==> src/rtl/uart_rx_display_pkg.sv <==
// Shared definitions for the UART receive display: read FSM states and segment codes.
// No logic of its own; purely constants and types.
// Used by both the top level and the hex segment decoder.
package uart_disp_defs;

  // Read handshake phases: wait for data, pop, capture, let the FIFO settle
  typedef enum logic [1:0] {
    IDLE = 2'd0,
    REQ  = 2'd1,
    CAP  = 2'd2,
    GAP  = 2'd3
  } rd_state_t;

  // All seven segments off (active low)
  localparam logic [6:0] SEG_BLANK = 7'h7F;

  // Active-low segment patterns for hex digits; element n is the pattern for digit n
  localparam logic [15:0][6:0] HEX_SEG = {
    7'h0E, 7'h06, 7'h21, 7'h46,   // F E d C
    7'h03, 7'h08, 7'h10, 7'h00,   // b A 9 8
    7'h78, 7'h02, 7'h12, 7'h19,   // 7 6 5 4
    7'h30, 7'h24, 7'h79, 7'h40    // 3 2 1 0
  };

endpackage

==> src/rtl/uart_rx_display_seg_hex_decode.sv <==
// Nibble to active-low 7-segment pattern, with a blank override.
// Latency: combinational.
// No flow control.
module seg_hex_decode
  import uart_disp_defs::*;
(
  input  logic [3:0] nibble,
  input  logic       blank,
  output logic [6:0] seg
);

  // Blank wins over the table lookup
  always_comb begin
    seg = blank ? SEG_BLANK : HEX_SEG[nibble];
  end

endmodule

==> src/rtl/uart_rx_display.sv <==
// Drains bytes from uart_ctrl and shows the last two as four hex digits on a muxed display.
// Latency: byte visible on the outputs two cycles after its capture; SEG/AN lag the scan index by one cycle.
// Backpressure: pops at most one byte per four cycles, only after DATARDY is seen high in IDLE.
module uart_rx_display
  import uart_disp_defs::*;
#(
  parameter int REFRESH_DIV = 50000
)(
  input  logic       CLK,
  input  logic       RST,
  input  logic       DATARDY,
  input  logic [7:0] RDDATA,
  input  logic       CLEAR,
  output logic       READ,
  output logic [7:0] SEG,
  output logic [3:0] AN
);

  localparam int PW = $clog2(REFRESH_DIV);

  rd_state_t      state;
  rd_state_t      state_nxt;
  logic [15:0]    buffer;
  logic [1:0]     cnt;
  logic           dp_tog;
  logic [PW-1:0]  prescaler;
  logic [1:0]     digit_idx;
  logic [3:0]     nibble;
  logic           blank;
  logic           dp_n;
  logic [6:0]     seg_dec;

  // Read FSM state register
  always_ff @(posedge CLK) begin
    if (RST) state <= IDLE;
    else     state <= state_nxt;
  end

  // Read FSM sequencing: one fixed four-cycle pass per byte
  always_comb begin
    state_nxt = state;
    case (state)
      IDLE:    if (DATARDY) state_nxt = REQ;
      REQ:     state_nxt = CAP;
      CAP:     state_nxt = GAP;
      GAP:     state_nxt = IDLE;
      default: state_nxt = IDLE;
    endcase
  end

  // Pop request is a pure decode of the REQ state
  always_comb begin
    READ = (state == REQ);
  end

  // Byte history: CLEAR drops everything, including a byte arriving in CAP
  always_ff @(posedge CLK) begin
    if (RST || CLEAR) begin
      buffer <= 16'h0;
      cnt    <= 2'd0;
      dp_tog <= 1'b0;
    end else if (state == CAP) begin
      buffer <= {buffer[7:0], RDDATA};
      cnt    <= (cnt == 2'd2) ? 2'd2 : cnt + 2'd1;
      dp_tog <= ~dp_tog;
    end
  end

  // Refresh prescaler; each wrap advances the scanned digit
  always_ff @(posedge CLK) begin
    if (RST) begin
      prescaler <= '0;
      digit_idx <= 2'd0;
    end else if (prescaler == PW'(REFRESH_DIV - 1)) begin
      prescaler <= '0;
      digit_idx <= digit_idx + 2'd1;
    end else begin
      prescaler <= prescaler + 1'b1;
    end
  end

  // Digit mux: pick the nibble, blanking rule and decimal point for the scanned digit
  always_comb begin
    case (digit_idx)
      2'd0:    nibble = buffer[3:0];
      2'd1:    nibble = buffer[7:4];
      2'd2:    nibble = buffer[11:8];
      default: nibble = buffer[15:12];
    endcase
    blank = digit_idx[1] ? (cnt < 2'd2) : (cnt == 2'd0);
    dp_n  = (digit_idx == 2'd0) ? ~dp_tog : 1'b1;
  end

  seg_hex_decode u_dec (
    .nibble (nibble),
    .blank  (blank),
    .seg    (seg_dec)
  );

  // Registered display drive
  always_ff @(posedge CLK) begin
    if (RST) begin
      SEG <= 8'hFF;
      AN  <= 4'b1111;
    end else begin
      SEG <= {dp_n, seg_dec};
      AN  <= ~(4'b0001 << digit_idx);
    end
  end

endmodule

==> config.mk <==
export PLATFORM = sky130hd
export DESIGN_NAME = uart_rx_display
export DESIGN_NICKNAME = d
export VERILOG_FILES = /design/src/rtl/uart_rx_display_pkg.sv /design/src/rtl/uart_rx_display_seg_hex_decode.sv /design/src/rtl/uart_rx_display.sv
export SDC_FILE = /design/constraint.sdc
export NUM_CORES = 1
export LEC_CHECK = 0
export ABC_CLOCK_PERIOD_IN_PS = 2310
export BUFFER_PORTS_ARGS = -buffer_cell sky130_fd_sc_hd__clkbuf_2
export CAP_MARGIN = 20
export CORE_ASPECT_RATIO = 1.25
export CORE_MARGIN = 10
export CORE_UTILIZATION = 54
export CTS_BUF_LIST = sky130_fd_sc_hd__clkbuf_4
export DETAILED_ROUTE_END_ITERATION = 12
export GPL_TIMING_DRIVEN = 0
export PLACE_DENSITY_LB_ADDON = 0.12
export SYNTH_ARGS = -nofsm -noshare
export SYNTH_HDL_FRONTEND = slang
export SYNTH_SLANG_ARGS = --single-unit
==> constraint.sdc <==
create_clock -name CLK -period 2.31 [get_ports CLK]
set_clock_uncertainty 0.1 [all_clocks]
set_input_delay 0.462 -clock CLK [delete_from_list [all_inputs] [get_ports CLK]]
set_output_delay 0.462 -clock CLK [all_outputs]
set_load 0.1 [all_outputs]
# Yosys cells after proc, flatten, opt, wreduce, memory -nomap -nowiden
# Memory sizes are Yosys's and may differ from the RTL's. A register that Yosys moved wholly into a read port is not among the register bits.
# Cells that the tools add are included.
# totals
regBits	44
mem_bits_ro	112
input_bits	12
output_inout_bits	13
mem_count	1
# mem_list
name	depth	width	read_ports	rd_ports_with_merged_regs	wr	line	text
(no name shown)	16	7	1	1	0	uart_rx_display_seg_hex_decode.sv:14	seg = blank ? SEG_BLANK : HEX_SEG[nibble];
# classes
n_addsub	3
order_cmp	1
n_eq_ne	8
shifts	1
muxes	5
bitwise	3
reduce_logical	7
# ops
operator	n
$add 16x1->16 const B	1
$eq 16x16->1 const B	1
$pmux 4 s3	1
$eq 2x2->1 const B	4
$pmux 2 s4	1
$logic_not 2->1	3
$reduce_or 2->1	3
$add 2x1->2 const B	2
$eq 2x1->1 const B	2
$mux 2	2
$not 4->4	1
$shl 1x2->4 const A	1
$lt 2x2->1 const B	1
$ne 2x2->1 const B	1
$not 1->1	2
$logic_or 1x1->1	1
$mux 1	1

# Depth between registers and ports, before layout
# logic_depth
word_depth	3
mapped_depth	10
depth_no_buf	10

# By module
# Synthesis repeated with hierarchy kept, for this count alone.
# hier_totals
cells_unflattened	251
area_unflattened_um2	2421.1
# by_module_without_submodules
mod	n_inst	cells_per_inst	area_per_inst_um2	seq_area_each_um2
uart_rx_display	1	212	2147.1	1021.0
seg_hex_decode	1	39	274.0	0.0

# Worst setup path after synthesis
# No wires, ideal clock.
# synth_path
path_kind	reg-to-reg
startpoint	register digit_idx[1]
endpoint	register SEG[3]
setup_ns	0.144
t_arrival_ns	2.059
required_time_ns	2.066
path_slack_ns	0.007
stages_incl_launch_ff	9
synth_period_minus_slack_ns	2.303
cell_sequence	dfxtp_1 > ha_1 > clkbuf_1 > mux2i_1 > inv_1 > ha_1 > nand2_1 > a2111oi_2 > a41oi_1
# synth_via
elab_chain_len	2
word_cells_on_any_way	6
classes_between	2 x eq/ne; 2 x mux; 2 x reduce/logical
# synth_lines
item	line	text
start: declaration	uart_rx_display.sv:27	logic [1:0] digit_idx;
start signal: assignment	uart_rx_display.sv:76	digit_idx <= digit_idx + 2'd1;
$eq 2x2->1 (tied with other cells)	uart_rx_display.sv:84	case (digit_idx)
$pmux 4 s3 / $reduce_or 2->1 (equally long branches)	-	
end: declaration	uart_rx_display.sv:15	output logic [7:0] SEG,
# Several ways; a longest one is shown, not always the timed one.
# A chain may end at the register's enable or synchronous reset.

# Final worst setup path
# layout_path
startpoint	register digit_idx[0]
endpoint	register SEG[3]
# layout_via
elab_chain_len	2
word_cells_on_any_way	4
classes_between	2 x eq/ne; 1 x mux; 1 x reduce/logical
# layout_lines
item	line
$eq 2x2->1 (tied with other cells)	uart_rx_display.sv:84
$pmux 4 s3 (*)	uart_rx_display.sv:84
# Every way passes the cells marked *; elsewhere a longest branch is shown, timed or not.

==> metrics <==
Pwr Density 661.9 nW/um^2; Die Width 78.16 microns; Layout area overhead 20.11%; largest cells by area after synthesis dfxtp_1, mux2i_1, ha_1; largest net degree at the start of global routing 16; clock root buffer clkbuf_4; Final min period 2.250 ns; most common cell after layout, fill and taps aside dfxtp_1; CTS Buf Count 5; 1st-iter DRT viols 142; Final nets 307; post-synthesis simple-gate area fraction 0.1770; Setup Crit Path Kind flip-flop to flip-flop; Seq pwr share 0.520; fin worst setup slack 0.06011 ns; Int Pwr 1.209 mW; layout cell share with drive strength beyond 1 0.2338; initial antenna violation count 0; adder-cell share of the synthesized area 0.09863; FP Rows 26; final WL 4419 microns; register area share after synthesis 0.4471; DR WL/cell 13.23 microns; Initial Utilization 0.5571; most frequent cells in the layout dfxtp_1, nor2_1, clkbuf_2; Slew headroom 0.4862; Clk pwr share 0.224; H-tree levels 2; largest family of logic cells by synthesized area simple AND/OR/NAND/NOR gates; Clock transition at path regs 0.14 ns; worst slack at placement -0.3816 ns; Switching Share 0.3343; unrepaired setup endpoints after global routing true; first drt pass iteration count 5; worst-case reg-to-reg path depth 9; Final ANT Viol Nets 0; clock tree buffer depth 2; Max VDD drop 617.8 uV; Worst-Skew Late Latency 0.37 ns; Hold Crit Class input port to flip-flop; Leak 1.020 nW; vias in the first global route 1,674; Switch Pwr 606.9 uW; Yosys cell types 33; Worst EP arrival 2.39 ns; final core occ 0.6691; total global routing overflow 0; syn nets 268; Combinational Power Share 0.256; TritonCTS Sinks 51; #FFs+latches synth 51; Synth Cell Area 2283 sq um; Port Buffer Count 24; Ports 25; post-synth top area share 0.4471; multiplexer share of the synthesized area 0.1145; via count 1,721; hold path cells 3; final hold violations 0; final setup vio count 0; drt drc 0; max-slew violations 0; XOR/XNOR share of the synthesized area 0.06137; outcome complete, no violations; design area 2743 sq um; Syn Area/Cell 9.594 sq um; Yosys top cell by area dfxtp_1; Crit. End Element flip-flop; f_max 444.5 MHz; CTS tree yes; core area 4099 sq um; Final period util 0.9740; die area 7246 sq um; Worst EP required 2.45 ns; Final HPWL DP 3096 microns; Die Height 92.71 microns; maxcap violations 0; Tot GR Track Use 0.1232; measured slew at the worst slew-check pin 0.7707 ns; dpl cell area 2474 sq um; Sum Neg Setup Slack 0 ns; Ys Warns 0; first-pass GRT wire length 7452 microns; antenna fix cells 0; vias per inst 5.153; worst-path fanout max 4; synthesized instance count 238; CP startpoint kind flip-flop; RePlAce Congestion 0.8127; Synth Area in Compound Gates 0.06356
final timing paths:
kind / startpoint / end / slack (ns)
worst max-delay path: digit_idx[0]$_SDFFE_PP0N_ / SEG[3]$_SDFF_PP1_ / 0.06
worst min-delay path: RDDATA[7] / buffer[7]$_SDFFE_PP0P_ / 0.21
worst max register to register: digit_idx[0]$_SDFFE_PP0N_ / SEG[3]$_SDFF_PP1_ / 0.06
worst min register to register: dp_tog$_SDFFE_PP0P_ / SEG[7]$_SDFF_PP1_ / 0.35
cells in the mapped netlist (all sizes together):
cell / n
dfxtp: 51
nor2: 44
mux2i: 25
ha: 18
inv: 13
nand2: 11
nand3: 9
xor2: 9
xnor2: 7
clkbuf: 6
nand2b: 6
a21oi: 4
nand4: 4
nor3: 4
o221ai: 4
a222oi: 3
and3: 2
buf: 2
nor2b: 2
or2: 2
a2111oi: 1
a211oi: 1
a22oi: 1
a41oi: 1
mux2: 1
nand3b: 1
nand4bb: 1
nor4: 1
o211ai: 1
o21ai: 1
o2bb2ai: 1
or2b: 1
cell families (layout without fill, tap and decap cells):
logic type / Yosys count / in the layout
muxes: 26 / 26
buffers and inverters: 21 / 61
DFF: 51 / 51
adders and majority gates: 18 / 18
xor gates and xnor gates: 16 / 16
AOI/OAI and AO/OA: 18 / 18
and+or+nand+nor: 88 / 88
worst max-delay path: stages (launching register included):
cell,delay [ns]
dfxtp_2,0.39
inv_4,0.06
ha_4,0.17
a222oi_1,0.47
mux2i_4,0.16
inv_2,0.13
ha_4,0.16
nand2_4,0.05
a2111oi_4,0.35
a41oi_1,0.07
repair_timing:
item / 4_1_cts / 5_1_grt
pin swaps: 1 / 4
gates cloned: 0 / 0
endpoints found under the setup margin: 6 / 5
setup buffers: 2 / 7
hold buffers: 0 / 0
resized for setup: 8 / 24
flip-flops by register name, indices dropped and copies added (netlist names):
| register | flops |
|---|---|
| cnt | 2 |
| digit_idx | 2 |
| state | 2 |
| buffer | 16 |
| dp_tog | 1 |
| prescaler | 16 |
| AN | 4 |
| SEG | 8 |
metal layers:
metal / vias up / global-route usage / share of wire
met4: 0 / 0.04790 / 0.015
met5: - / 0 / 0
met1: 796 / 0.1365 / 0.41
met3: 8 / 0.03868 / 0.053
li1: 885 / - / -
met2: 32 / 0.2136 / 0.53
through the flow:
stage          cells  hold WS, ns  power (mW)
2_1_floorplan    238       0.2966       1.333
3_3_place_gp     318       0.3033       1.401
3_5_place_dp     318       0.3132       1.412
4_1_cts          327       0.2060       1.812
5_1_grt          334       0.2119       1.909
6_report         334       0.2115       1.815
power by group through the flow:
stage / clock (mW) / sequential, mW / combinational [mW]
2_1_floorplan: 0 / 1.02 / 0.315
3_3_place_gp: 0 / 0.962 / 0.438
3_5_place_dp: 0 / 0.965 / 0.447
4_1_cts: 0.417 / 0.944 / 0.451
5_1_grt: 0.452 / 0.948 / 0.509
6_report: 0.407 / 0.943 / 0.465
final cells by class:
cell class                      count  area (sq um)
Clock inverter                      2         12.51
Multi-Input combinational cell    166          1313
Clock buffer                        6         45.04
Buffer                              7         33.78
Sequential cell                    51          1026
Fill cell                         348          1356
Inverter                           13         51.30
Tap cell                           56         70.07
Timing Repair Buffer               33         191.4
Note: power is estimated with default switching activity, not from simulation.
